===== src/rtl/tdes_sequencer.sv =====
// tdes_sequencer
//
// Runs one shared single-DES engine three times per block to build
// Triple-DES with EDE keying:
//   encrypt: E(K1), D(K2), E(K3)
//   decrypt: D(K3), E(K2), D(K1)
// If the engine never answers a pass, a watchdog aborts the block and
// returns it with out_err set and out_data cleared.
//
// Optional feature macro: TDES_SINGLE_PASS_EN
//   defined   - in_single = 1 at accept runs only pass 0 (K1, direction
//               taken from in_decrypt).
//   undefined - in_single is ignored; every block runs three passes.
//
// Parameters
//   TIMEOUT  cycles to wait for des_done per pass (2 .. 2**CNT_W-1)
//   CNT_W    watchdog counter width
//
// Ports
//   clk, rst                      clock, asynchronous active-high reset
//   in_valid / in_ready           input block handshake
//   in_data, in_key1..3           block and user keys K1..K3
//   in_decrypt, in_single         direction (1 = decrypt), single-pass request
//   des_start                     one-cycle start pulse to the engine
//   des_data, des_key             engine block and key (held START..WAIT)
//   des_encr_decr                 engine direction (0 = encrypt)
//   des_done, des_result          engine completion pulse and result
//   out_valid / out_ready         result handshake
//   out_data, out_err             result block, timeout-abort flag
module tdes_sequencer #(
  parameter int TIMEOUT = 64,
  parameter int CNT_W   = 8
) (
  input  logic        clk,
  input  logic        rst,
  input  logic        in_valid,
  output logic        in_ready,
  input  logic [63:0] in_data,
  input  logic [63:0] in_key1,
  input  logic [63:0] in_key2,
  input  logic [63:0] in_key3,
  input  logic        in_decrypt,
  input  logic        in_single,
  output logic        des_start,
  output logic [63:0] des_data,
  output logic [63:0] des_key,
  output logic        des_encr_decr,
  input  logic        des_done,
  input  logic [63:0] des_result,
  output logic        out_valid,
  input  logic        out_ready,
  output logic [63:0] out_data,
  output logic        out_err
);

  typedef enum logic [1:0] {IDLE, START, WAIT, OUT} state_t;

  localparam logic [CNT_W-1:0] WDOG_LAST = CNT_W'(TIMEOUT - 1);

  state_t           state_q, state_d;
  logic [63:0]      work_q;
  logic [63:0]      key1_q, key2_q, key3_q;
  logic             dec_q;
  logic             err_q;
  logic [1:0]       pass_q;
  logic [CNT_W-1:0] wdog_q;

  logic [63:0]      key_sel;
  logic             dir_sel;
  logic             last_pass;
  logic             accept;
  logic             done_ok;
  logic             timeout;

`ifdef TDES_SINGLE_PASS_EN
  logic single_q;
  assign last_pass = (pass_q == 2'd2) || single_q;
`else
  logic unused_single;
  assign unused_single = in_single;
  assign last_pass     = (pass_q == 2'd2);
`endif

  assign accept  = (state_q == IDLE) && in_valid;
  assign done_ok = (state_q == WAIT) && des_done;
  // des_done in the timeout cycle takes priority, so no error is raised.
  assign timeout = (state_q == WAIT) && !des_done && (wdog_q == WDOG_LAST);

  // Key/direction schedule. Pass 1 always uses K2 in the opposite
  // direction; the outer passes use K1 first when encrypting and K3
  // first when decrypting.
  always_comb begin
    key_sel = (pass_q == 2'd1) ? key2_q
            : (((pass_q == 2'd0) != dec_q) ? key1_q : key3_q);
    dir_sel = dec_q ^ (pass_q == 2'd1);
`ifdef TDES_SINGLE_PASS_EN
    if (single_q) begin
      key_sel = key1_q;
      dir_sel = dec_q;
    end
`endif
  end

  // NOTE: sequential state uses non-blocking assignments so every register
  // samples pre-edge values regardless of statement order.
  always_ff @(posedge clk or posedge rst) begin
    if (rst) begin
      state_q <= IDLE;
      work_q  <= '0;
      key1_q  <= '0;
      key2_q  <= '0;
      key3_q  <= '0;
      dec_q   <= 1'b0;
      err_q   <= 1'b0;
      pass_q  <= 2'd0;
      wdog_q  <= '0;
`ifdef TDES_SINGLE_PASS_EN
      single_q <= 1'b0;
`endif
    end else begin
      state_q <= state_d;

      if (accept) begin
        work_q <= in_data;
        key1_q <= in_key1;
        key2_q <= in_key2;
        key3_q <= in_key3;
        dec_q  <= in_decrypt;
        pass_q <= 2'd0;
        err_q  <= 1'b0;
`ifdef TDES_SINGLE_PASS_EN
        single_q <= in_single;
`endif
      end

      if (state_q == START) begin
        wdog_q <= '0;
      end else if (state_q == WAIT) begin
        wdog_q <= wdog_q + 1'b1;
      end

      if (done_ok) begin
        work_q <= des_result;
        if (pass_q != 2'd2) begin
          pass_q <= pass_q + 2'd1;
        end
      end else if (timeout) begin
        work_q <= '0;
        err_q  <= 1'b1;
      end

      if ((state_q == OUT) && out_ready) begin
        err_q <= 1'b0;
      end
    end
  end

  // NOTE: every output and next-state value gets a default before the case
  // so no path through this block can infer a latch.
  always_comb begin
    state_d       = state_q;
    in_ready      = 1'b0;
    des_start     = 1'b0;
    des_data      = '0;
    des_key       = '0;
    des_encr_decr = 1'b0;
    out_valid     = 1'b0;
    out_data      = '0;
    out_err       = 1'b0;

    case (state_q)
      IDLE: begin
        in_ready = 1'b1;
        if (in_valid) state_d = START;
      end
      START: begin
        des_start     = 1'b1;
        des_data      = work_q;
        des_key       = key_sel;
        des_encr_decr = dir_sel;
        state_d       = WAIT;
      end
      WAIT: begin
        des_data      = work_q;
        des_key       = key_sel;
        des_encr_decr = dir_sel;
        if (des_done) begin
          state_d = last_pass ? OUT : START;
        end else if (wdog_q == WDOG_LAST) begin
          state_d = OUT;
        end
      end
      OUT: begin
        out_valid = 1'b1;
        out_data  = work_q;
        out_err   = err_q;
        if (out_ready) state_d = IDLE;
      end
      default: state_d = IDLE;
    endcase
  end

endmodule


===== config.mk =====
export PLATFORM = sky130hd
export DESIGN_NAME = tdes_sequencer
export DESIGN_NICKNAME = d
export VERILOG_FILES = /design/src/rtl/tdes_sequencer.sv
export SDC_FILE = /design/constraint.sdc
export NUM_CORES = 1
export LEC_CHECK = 0
export ABC_AREA = 1
export BUFFER_PORTS_ARGS = -buffer_cell sky130_fd_sc_hd__buf_2
export CAP_MARGIN = 5
export CORE_AREA = 10 10 194 196
export CTS_BUF_LIST = sky130_fd_sc_hd__clkbuf_4 sky130_fd_sc_hd__clkbuf_8
export DETAILED_ROUTE_END_ITERATION = 10
export DIE_AREA = 0 0 204 206
export PLACE_DENSITY = 0.72
export SYNTH_ARGS = -nofsm -noshare
export SYNTH_HDL_FRONTEND = slang
export SYNTH_SLANG_ARGS = --single-unit

===== constraint.sdc =====
create_clock -name clk -period 17.5 [get_ports clk]
set_input_delay 5.25 -clock clk [delete_from_list [all_inputs] [get_ports clk]]
set_output_delay 5.25 -clock clk [all_outputs]
set_load 0.005 [all_outputs]

Word level (Yosys, flattened, before mapping)
Index checks and enable logic that the tools add are counted.
{ "word_totals": {"in_bits": 327, "ff_bits": 270} }
{ "op_classes": {"mux": 28, "eq_ne": 11, "n_addsub": 2, "reduce_logical": 12, "bitwise": 1} }
{ "op_table": {"columns": ["cell", "count"], "rows": [
  ["64-bit two-way mux", 8],
  ["2-bit two-way mux", 8],
  ["8-bit two-way mux", 2],
  ["1-bit two-way mux", 9],
  ["8-bit by 1-bit adder with 8-bit output (second input constant)", 1],
  ["8-bit by 6-bit == test with 1-bit output (second input constant)", 1],
  ["2-bit case mux with 4 select lines", 1],
  ["2-bit == test (second input constant)", 3],
  ["2-bit inequality test (second input constant)", 3],
  ["1-bit logical AND", 5],
  ["2-bit by 1-bit == test with 1-bit output (second input constant)", 2],
  ["2-bit logical NOT", 2],
  ["3-bit by 2-bit inequality test with 1-bit output (second input constant)", 1],
  ["3-bit AND reduction", 1],
  ["3-bit nonzero test", 1],
  ["2-bit by 1-bit adder with 2-bit output (second input constant)", 1],
  ["2-bit nonzero test", 1],
  ["2-bit OR reduction", 1],
  ["1-bit logical NOT", 1],
  ["1-bit inequality test", 1],
  ["1-bit bitwise XOR", 1]
]} }

Logic depth before layout (Yosys ltp)
{ "depth": {"depth_word": 6, "depth_mapped": 11, "depth_no_buf": 9} }

Least setup slack after synthesis
Ideal clock, no wire load.
{ "synth_path": {"path_type": "register to output", "from": "reg state_q[1]", "to": "out des_data[44]", "required_time_ns": 12.250, "slack_ns": 10.796, "stages_incl_launch_ff": 8, "t_arrival_ns": 1.454, "path_buffers": 3, "path_cell_list": "dfrtp_1 > inv_1 > ha_1 > buf_2 > buf_2 > buf_1 > nand2_1 > inv_1"} }
{ "synth_between": {"elab_chain_cells": 3} }
{ "synth_rtl": {"columns": ["item", "line", "text"], "rows": [
  ["start: declaration", "60", "state_t state_q, state_d;"],
  ["start signal: assignment", "121", "state_q <= state_d;"],
  ["2-bit by 1-bit == test with 1-bit output / 2-bit == test (equally long branches)", "171", "case (state_q)"],
  ["2-bit OR reduction (no line) (*)", null, null],
  ["64-bit two-way mux (*)", "171", null],
  ["end: declaration", "45", "output logic [63:0] des_data,"]
]} }
Mark *: on every way between the ends. The rest lies on a longest branch, timed or not.

Worst setup path in the final report
{ "layout_path": {"from": "reg state_q[1]", "to": "out des_key[56]"} }
{ "layout_between": {"elab_chain_cells": 3} }
{ "layout_rtl": {"columns": ["item", "line", "text"], "rows": [
  ["2-bit by 1-bit == test with 1-bit output / 2-bit == test (equally long branches)", "171", null],
  ["2-bit OR reduction (no line) (*)", null, null],
  ["64-bit two-way mux (*)", "171", null],
  ["end: declaration", "46", "output logic [63:0] des_key,"]
]} }
Marked as above.

==> results.toml <==
[outcome]
status = "finished clean"

[clocking]
cts.sinks = 270
cts_root_buffer = "clkbuf_8"
clk_path_buf_depth = 3
cts_tree = "done"
htreeDepth = 2
cts_setup_buffers = 0
numCtsBuffers = 48
clkTransAtPathRegs_ns = 0.06
cts.hold.buffers_added = 0
clk_latency_ns = 0.58
ctsResizeCount = 0

[detailed_routing]
drtIter0Drc = 743
dr_total_vias = 13484
firstDrtPassIters = 5
routed_via_density = 4.70
avgRoutedWirePerCell_um = 16.9
wl_um = 48400
antenna_left = 0
drcViolationCount = 0

[sta]
final.setup_skew_ns = 0.0262
max_slew.worst_pin.slew_ns = 1.17
maxClockFrequency_mhz = 119
worst_hold_slack_ns = 0.499
fin_crit_ns = 8.38
finalCritPeriodShare_pct = 47.9
hold_viol = 0
relSlewSlack_pct = 22.0
setup_slack_ns = 9.12
slew_viol_final = 0
rsz0062_at_grt = "false"
setup_viol = 0
finalSetupTns_ns = 0

[placement]
io_buffer_count = 522
place_ws_ns = 9.64
hpwl_um = 35100
place.gp.congestion = 0.996

[synth]
synth-compound-area-share_pct = 2.66
syn_nets = 2217
synth_top_family_by_area = "simple AND/OR/NAND/NOR gates"
netlist_area_mm2 = 0.0147
async_reset_ff_share_pct = 100
ys_warn_count = 0
yosys.area_share.xor_xnor_pct = 0.0594
synth-simple-area-share_pct = 23.5
synth.ff_latch_count = 270
yosys-top-cells-area = "dfrtp_1 46%, nand2_1 19%, mux2_2 15%"
synth_area_leader_cell = "dfrtp_1"
yosysUniqueCellTypes = 26
synth_cells = 1885
ys_dominant_reg_cell = "dfrtp_1"
ys_top_cells_by_count = "738 x nand2_1, 341 x inv_1, 270 x dfrtp_1"
synth_adder_area_share_pct = 0.424
synth.area.mux_share_pct = 14.7
yosysSeqAreaShare_pct = 45.8
synth_top_cell_area_share_pct = 45.8
synth-edff-count = 0
avgSynthCellArea_um2 = 7.82
yosysMostFrequentCell = "nand2_1"

[die]
boundaryPins = 524
chipWidth_um = 204
die_h_um = 206
start_util_pct = 43.4
die-area_mm2 = 0.0420
fp-row-count = 68
core-area_mm2 = 0.0339

[worst_setup_path]
critPathMostFrequentCell = "inv_1"
critical_path.max_stage_delay_ns = 0.80
crit_fanout = 85
path_cells = "inv_1 -> ha_4 -> buf_4 -> o21ai_0 -> inv_1 -> nand2_1 -> inv_1 -> buf_2"
slowest_stage = "buf_4"
cp_data_required_time_ns = 12.25
crit_type = "flip-flop to primary output"
cp-start-kind = "flip-flop"
cp_top_family = "buffers and inverters"
cp_num_buf_inv = 5
worstPathArrival_ns = 3.13
setup.worst_path.end_class = "primary output"

[final_layout]
final_layout_size_suffix_gt1_share_pct = 34.3
final_nets = 2697
area_growth_syn_to_layout_pct = 25.7
seq_area_mm2 = 0.00676
final_core_util_pct = 54.6
multi_input_area_mm2 = 0.00614
num-fill-cells = 3152

[power_and_ir_drop]
cellPowerDensity_mw_per_mm2 = 188
ir_drop_mv = 0.131
p_leak_nw = 11.7

[global_route]
grt_first_pass_wirelength_um = 74200
antenna_found_initial = 13
grt_overflow = 0
grt_max_degree = 86
grt_pass1_vias = 13659
grt_usage_pct = 22.0

[flow_run]
drv_cap = 0

[hold_path]
hp-class = "flip-flop to flip-flop"
-- cells in the final DEF (no fill, tap or decap), types with 2 or more instances in the layout --
master | Yosys | routed
nand2_1 | 738 | 736
buf_2 | 52 | 522
inv_1 | 341 | 339
dfrtp_1 | 270 | 270
mux2_2 | 192 | 192
nor2_1 | 75 | 75
nand3_1 | 70 | 70
o21ai_0 | 67 | 67
clkbuf_8 | 0 | 60
clkbuf_4 | 0 | 18
diode_2 | 0 | 14
buf_4 | 14 | 11
a21oi_1 | 6 | 6
nand2_4 | 0 | 4
clkinv_2 | 0 | 4
ha_1 | 5 | 3
nor3_1 | 2 | 2
o22ai_1 | 2 | 2
inv_2 | 2 | 2
a22oi_1 | 2 | 2
clkinvlp_4 | 0 | 2
-- area by class of cell --
type                       instances  share of cell area (%)
antenna                           14                   0.189
inverter                         343                    6.99
clock inverter                     7                   0.412
tap                              455                    3.07
sequential                       270                    36.5
timing repair buffer             533                    14.5
clock buffer                      78                    5.18
multi-input combinational       1169                    33.1
-- through the flow --
stage	instance area, um^2	cells	power, mW
finish	18500	2869	3.49
global placement	17500	2770	2.83
floorplan	14700	1885	2.25
CTS	18500	2855	3.53
global route	18500	2863	3.79
detailed placement	17500	2770	2.89
-- report_power, final --
part           internal, mW  switching, mW  leakage (nW)
registers             0.935          0.185          3.24
logic                 0.724           1.02          7.88
clock network         0.362          0.265         0.547
total                  2.02           1.47          11.7
-- path summary, 6_finish.rpt --
check,cells after the start,start,end,slack [ns]
min,1,key2_q[3]$_DFFE_PP0P_,key2_q[3]$_DFFE_PP0P_,0.50
max in group asynchronous,4,rst,key2_q[10]$_DFFE_PP0P_,10.60
min reg2reg,1,key2_q[3]$_DFFE_PP0P_,key2_q[3]$_DFFE_PP0P_,0.50
max,8,state_q[1]$_DFFE_PP0P_,des_key[56],9.12
min in group asynchronous,2,rst,work_q[20]$_DFFE_PP0P_,4.74
max reg2reg,10,state_q[0]$_DFFE_PP0P_,work_q[58]$_DFFE_PP0P_,14.58
-- registers in the layout, indices dropped and copies added, names as in the netlist --
register  count
dec_q         1
err_q         1
key1_q       64
key2_q       64
key3_q       64
pass_q        2
state_q       2
wdog_q        8
work_q       64
-- cells by family after synthesis --
logic type                 count (synthesis)
and+or+nand+nor                          893
xor gates and xnor gates                   1
adders and majority gates                  5
buffers and inverters                    446
DFF                                      270
muxes                                    193
AOI/OAI and AO/OA                         77
-- metal layers --
layer	vias up	global-route usage (%)	routed length (um)
met1	6277	25.8	19600
met2	497	36.6	23200
met3	89	6.76	3870
met4	4	10.1	1730
met5	-	0	18
li1	6617	-	-
Note: power is estimated with default switching activity, not from simulation.
